--- config.mk ---
export PLATFORM = sky130hd
export DESIGN_NAME = prog_delay_line
export DESIGN_NICKNAME = d
export VERILOG_FILES = /design/src/rtl/prog_delay_line.sv
export SDC_FILE = /design/constraint.sdc
export NUM_CORES = 1
export LEC_CHECK = 0
export ABC_AREA = 1
export CAP_MARGIN = 5
export CORE_MARGIN = 8
export CORE_UTILIZATION = 57
export CTS_CLUSTER_DIAMETER = 30
export CTS_CLUSTER_SIZE = 16
export DETAILED_ROUTE_END_ITERATION = 10
export DONT_BUFFER_PORTS = 1
export PLACE_DENSITY = 0.79
export SYNTH_ARGS = -nofsm -noshare
export SYNTH_HDL_FRONTEND = slang
export SYNTH_SLANG_ARGS = --single-unit
--- constraint.sdc ---
create_clock -name clk -period 4.45 [get_ports clk]
set_input_delay 0.445 -clock clk [delete_from_list [all_inputs] [get_ports clk]]
set_output_delay 0.445 -clock clk [all_outputs]
set_load 0.005 [all_outputs]
--- src/rtl/prog_delay_line.sv ---
// Programmable multi-channel delay line with run-time tap selection.
// A delay change flushes the shared valid chain and refills before data is trusted again.
module prog_delay_line #(
  parameter int MAX_DELAY  = 16,
  parameter int INIT_DELAY = 1,
  parameter int BITWIDTH   = 8,
  parameter int CHANNELS   = 1,
  localparam int DW = $clog2(MAX_DELAY + 1)
) (
  input  logic                         clk,
  input  logic                         rst_n,
  input  logic                         ce,
  input  logic [DW-1:0]                dly_sel,
  input  logic                         dly_load,
  input  logic                         i_valid,
  input  logic [BITWIDTH*CHANNELS-1:0] i,
  output logic                         o_valid,
  output logic [BITWIDTH*CHANNELS-1:0] o,
  output logic [DW-1:0]                dly_cur,
  output logic                         busy
);

  localparam int W = BITWIDTH * CHANNELS;
  localparam logic [DW-1:0] MAX_D  = DW'(MAX_DELAY);
  localparam logic [DW-1:0] INIT_D = DW'(INIT_DELAY);
  localparam logic [DW-1:0] ONES   = {DW{1'b1}};

  typedef enum logic {
    RUN    = 1'b0,
    REFILL = 1'b1
  } state_t;

  state_t          state;
  state_t          state_next;
  logic [DW-1:0]   cnt;
  logic [DW-1:0]   cnt_inc;
  logic [DW-1:0]   dly_clamp;
  logic [W-1:0]    stage [MAX_DELAY];
  logic [MAX_DELAY-1:0] vbit;
  logic [W-1:0]    tap_data;
  logic            tap_valid;

  // Clamp the requested delay and form the saturating refill increment.
  always_comb begin
    dly_clamp = dly_sel;
    cnt_inc   = cnt;
    if (dly_sel > MAX_D) begin
      dly_clamp = MAX_D;
    end else begin
      dly_clamp = dly_sel;
    end
    if (cnt == ONES) begin
      cnt_inc = cnt;
    end else begin
      cnt_inc = cnt + DW'(1);
    end
  end

  // State register.
  always_ff @(posedge clk) begin
    if (!rst_n) begin
      state <= (INIT_DELAY > 0) ? REFILL : RUN;
    end else begin
      state <= state_next;
    end
  end

  // Next-state logic; a fresh load always overrides the current refill.
  always_comb begin
    state_next = state;
    if (dly_load) begin
      if (dly_clamp != '0) begin
        state_next = REFILL;
      end else begin
        state_next = RUN;
      end
    end else begin
      case (state)
        RUN:     state_next = RUN;
        REFILL: begin
          if (ce && (cnt_inc == dly_cur)) begin
            state_next = RUN;
          end else begin
            state_next = REFILL;
          end
        end
        default: state_next = RUN;
      endcase
    end
  end

  // Output decode of the FSM.
  always_comb begin
    busy = 1'b0;
    case (state)
      RUN:     busy = 1'b0;
      REFILL:  busy = 1'b1;
      default: busy = 1'b0;
    endcase
  end

  // Delay setting and refill counter.
  always_ff @(posedge clk) begin
    if (!rst_n) begin
      dly_cur <= INIT_D;
      cnt     <= '0;
    end else if (dly_load) begin
      dly_cur <= dly_clamp;
      cnt     <= '0;
    end else if ((state == REFILL) && ce) begin
      cnt <= cnt_inc;
    end
  end

  // Data stages shift on ce; the flush clears only the valid chain.
  always_ff @(posedge clk) begin
    if (!rst_n) begin
      for (int k = 0; k < MAX_DELAY; k++) begin
        stage[k] <= '0;
      end
      vbit <= '0;
    end else begin
      if (ce) begin
        stage[0] <= i;
        for (int k = 1; k < MAX_DELAY; k++) begin
          stage[k] <= stage[k-1];
        end
      end
      if (dly_load) begin
        vbit <= '0;
        if (ce) begin
          vbit[0] <= i_valid;
        end
      end else if (ce) begin
        vbit[0] <= i_valid;
        for (int k = 1; k < MAX_DELAY; k++) begin
          vbit[k] <= vbit[k-1];
        end
      end
    end
  end

  // Tap select; a zero delay is a straight combinational bypass.
  always_comb begin
    tap_data  = '0;
    tap_valid = 1'b0;
    for (int k = 0; k < MAX_DELAY; k++) begin
      if (dly_cur == DW'(k + 1)) begin
        tap_data  = stage[k];
        tap_valid = vbit[k];
      end
    end
    if (dly_cur == '0) begin
      o       = i;
      o_valid = i_valid;
    end else begin
      o       = tap_data;
      o_valid = tap_valid;
    end
  end

endmodule

==> impl_metrics.yaml <==
route:
  wire_per_inst_um: 15.87
  drt-initial-drc-count: 749
  wirelength_mm: 16.66
  dr.pass1.iters: 5
  ant_nets: 0
  drc: 0
  route.vias.total: 5599
  via_per_inst: 5.332
setup_path:
  worstPathMaxFanout: 17
  crit_top_cell: "nand2_1"
  crit_arrival_ns: 2.73
  start_kind: "flip-flop"
  worstSetupEndpointType: "primary output"
  crit_path_cell_trace: "nand3_2 > nor2_1 > inv_1 > nand2_1 > inv_1 > nand4_1 > nand2_1 > nand4_1 > nand2_1 > nand2_1"
  path_delay_family: "simple AND/OR/NAND/NOR gates"
  cp_slowest_stage_delay_ns: 0.76
  cp.required_ns: 4.01
  criticalPathCategory: "reg -> out"
  reg2reg_slack_ns: 2.51
  crit_buf_inv: 2
  crit_slowest_cell: "dfxtp_1"
grt:
  antenna_found_initial: 0
  grt.overflow.total: 0
  grtUsageTotal_pct: 21.10
  grt_max_degree: 79
  grt_first_pass_wirelength_mm: 27.28
  grt_pass1_vias: 5404
timing:
  fin_crit_sh_pct: 71.44
  setup_violations: 0
  worstMarginPinSlew_ns: 1.039
  whs_ns: 0.1108
  relSlewSlack_pct: 30.71
  skew_ns: 0.01019
  grt_setup_unrepaired: "false"
  setup_tns_ns: 0
  hold_viol_final: 0
  slew_viol_final: 0
  min_period_ns: 3.179
  fmax_mhz: 314.6
cts:
  clk_pin_slew_ns: 0.06
  cts-buffers-inserted: 17
  cts-root-buf: "clkbuf_16"
  clockBufferDepth: 2
  insertion_delay_ns: 0.43
  cts_hold_buf: 0
  post_cts_buffers: 0
  numClockSinks: 155
  htreeDepth: 4
  cts_resized: 0
  cts_tree: "done"
logic_synthesis:
  dominantRegCellSynth: "edfxtp_1"
  synth_area_mm2: 0.007375
  ys_warn_count: 0
  avgSynthCellArea_um2: 8.506
  synth_seq_cells: 155
  synth_edf_count: 128
  syn_nets: 886
  ys_seq_area_share_pct: 59.45
  synth_cell_types: 28
  synthArstFlopShare_pct: 0
  syn_inst: 867
power:
  power_leakage_nw: 3.616
  power_w: 0.003386
  vdd_drop_max_mv: 0.2189
  p_per_area_mw_per_mm2: 417.1
final_layout:
  diodes: 0
  drive_above_1_share_pct: 5.353
  area_growth_pct: 10.08
  fin_util_pct: 64.33
  layout.cells.non_filler: 1050
  nets: 884
die:
  core_area_mm2: 0.01262
  die_h_um: 129.7
  row_count: 41
  dieArea_mm2: 0.01683
  start_util_pct: 58.44
  pin_count: 33
  die_w_um: 129.7
placed_design:
  numPortBuffers: 0
  gp_congestion: 0.8976
  dp.cells: 1018
  dpl.hpwl_mm: 11.16
status:
  outcome: "finished clean"
flow_run:
  cap_violations: 0
min_path:
  hp-class: "in -> reg"
flip-flops by register name (all words and copies together) (netlist names):
| signal | cells |
|---|---|
| stage | 128 |
| dly_cur | 5 |
| state | 1 |
| vbit | 16 |
| cnt | 5 |
metal layers:
metal  GRT usage [%]  vias up  wire, um
met5               0        -         0
met4           8.538        0       386
met3           4.406       33      1222
met2           34.09      231      7914
met1           27.32     2620      7140
li1                -     2715         -
synth_stat cells (2+ instances only):
library cell / number / area (um^2)
a21oi_1: 31 / 155.2
buf_1: 3 / 11.26
buf_2: 3 / 15.01
clkbuf_1: 20 / 75.07
dfxtp_1: 27 / 540.5
edfxtp_1: 128 / 3844
inv_1: 192 / 720.7
nand2_1: 215 / 807.0
nand2_2: 2 / 12.51
nand3_1: 19 / 95.09
nand4_1: 39 / 244.0
nor2_1: 126 / 473.0
nor2_2: 7 / 43.79
o21ai_0: 33 / 165.2
o22ai_1: 2 / 12.51
or2_0: 4 / 25.02
or2_2: 3 / 18.77
xnor2_1: 2 / 17.52
xor2_1: 2 / 17.52
worst reg2reg max path, stage by stage (launching register included):
cell and delay [ns]:
dfxtp_1 0.39, ha_1 0.23, nand4_1 0.25, o21ai_0 0.39, o21ai_0 0.14, nor2_1 0.12
o2111ai_1 0.13, nand2_1 0.09, o22ai_1 0.06
worst paths after layout:
kind | start | cells after the start | to
min | ce | 1 | vbit[15]
max | dly_cur[1] | 10 | o[5]
max reg2reg | cnt[0] | 8 | state
min reg2reg | vbit[14] | 2 | vbit[15]
cells by family (layout without fill, tap and decap cells):
family	count (synthesis)	count (layout)	share of synthesized area, %
xor+xnor	4	4	0.4751
compound gates	69	69	4.903
buf+inv	218	229	11.15
simple gates	420	420	23.85
fa+ha+maj	1	1	0.1696
flops	155	155	59.45
power breakdown:
part           internal (W)  switching [W]  total, W
registers           0.00167      0.0000588   0.00173
logic             0.0000588       0.000156  0.000214
clock network      0.000873       0.000571   0.00144
placed cells by master (no fill, tap or decap), types with 2 or more instances in the layout:
| cell | count |
|---|---|
| clkinv_4 | 2 |
| clkbuf_16 | 17 |
| o21ai_0 | 33 |
| clkinv_2 | 2 |
| xnor2_1 | 2 |
| clkinv_1 | 5 |
| dfxtp_1 | 27 |
| edfxtp_1 | 128 |
| nor2_2 | 7 |
| buf_4 | 5 |
| nand2_1 | 213 |
| inv_1 | 192 |
| bufinv_16 | 3 |
| or2_2 | 3 |
| nor2_1 | 126 |
| xor2_1 | 2 |
| nand4_1 | 39 |
| nand3_1 | 19 |
| o22ai_1 | 2 |
| a21oi_1 | 31 |
| nand2_2 | 3 |
| or2_0 | 4 |
area by class of cell:
class                      count  area (um^2)
fill                        1039         4502
sequential                   155         4384
multi-input combinational    494         2178
inverter                     192        720.7
clock buffer                  18        429.2
tap                          172        215.2
clock inverter                14        152.6
timing repair buffer           5        37.54
metrics by stage:
step / instance area, um^2 / setup WS [ns]
floorplan: 7377 / 1.272
finish: 8118 / 1.271
CTS: 8118 / 1.273
global placement: 7536 / 1.832
global route: 8118 / 1.062
detailed placement: 7536 / 1.759
Note: power is estimated with default switching activity, not from simulation.
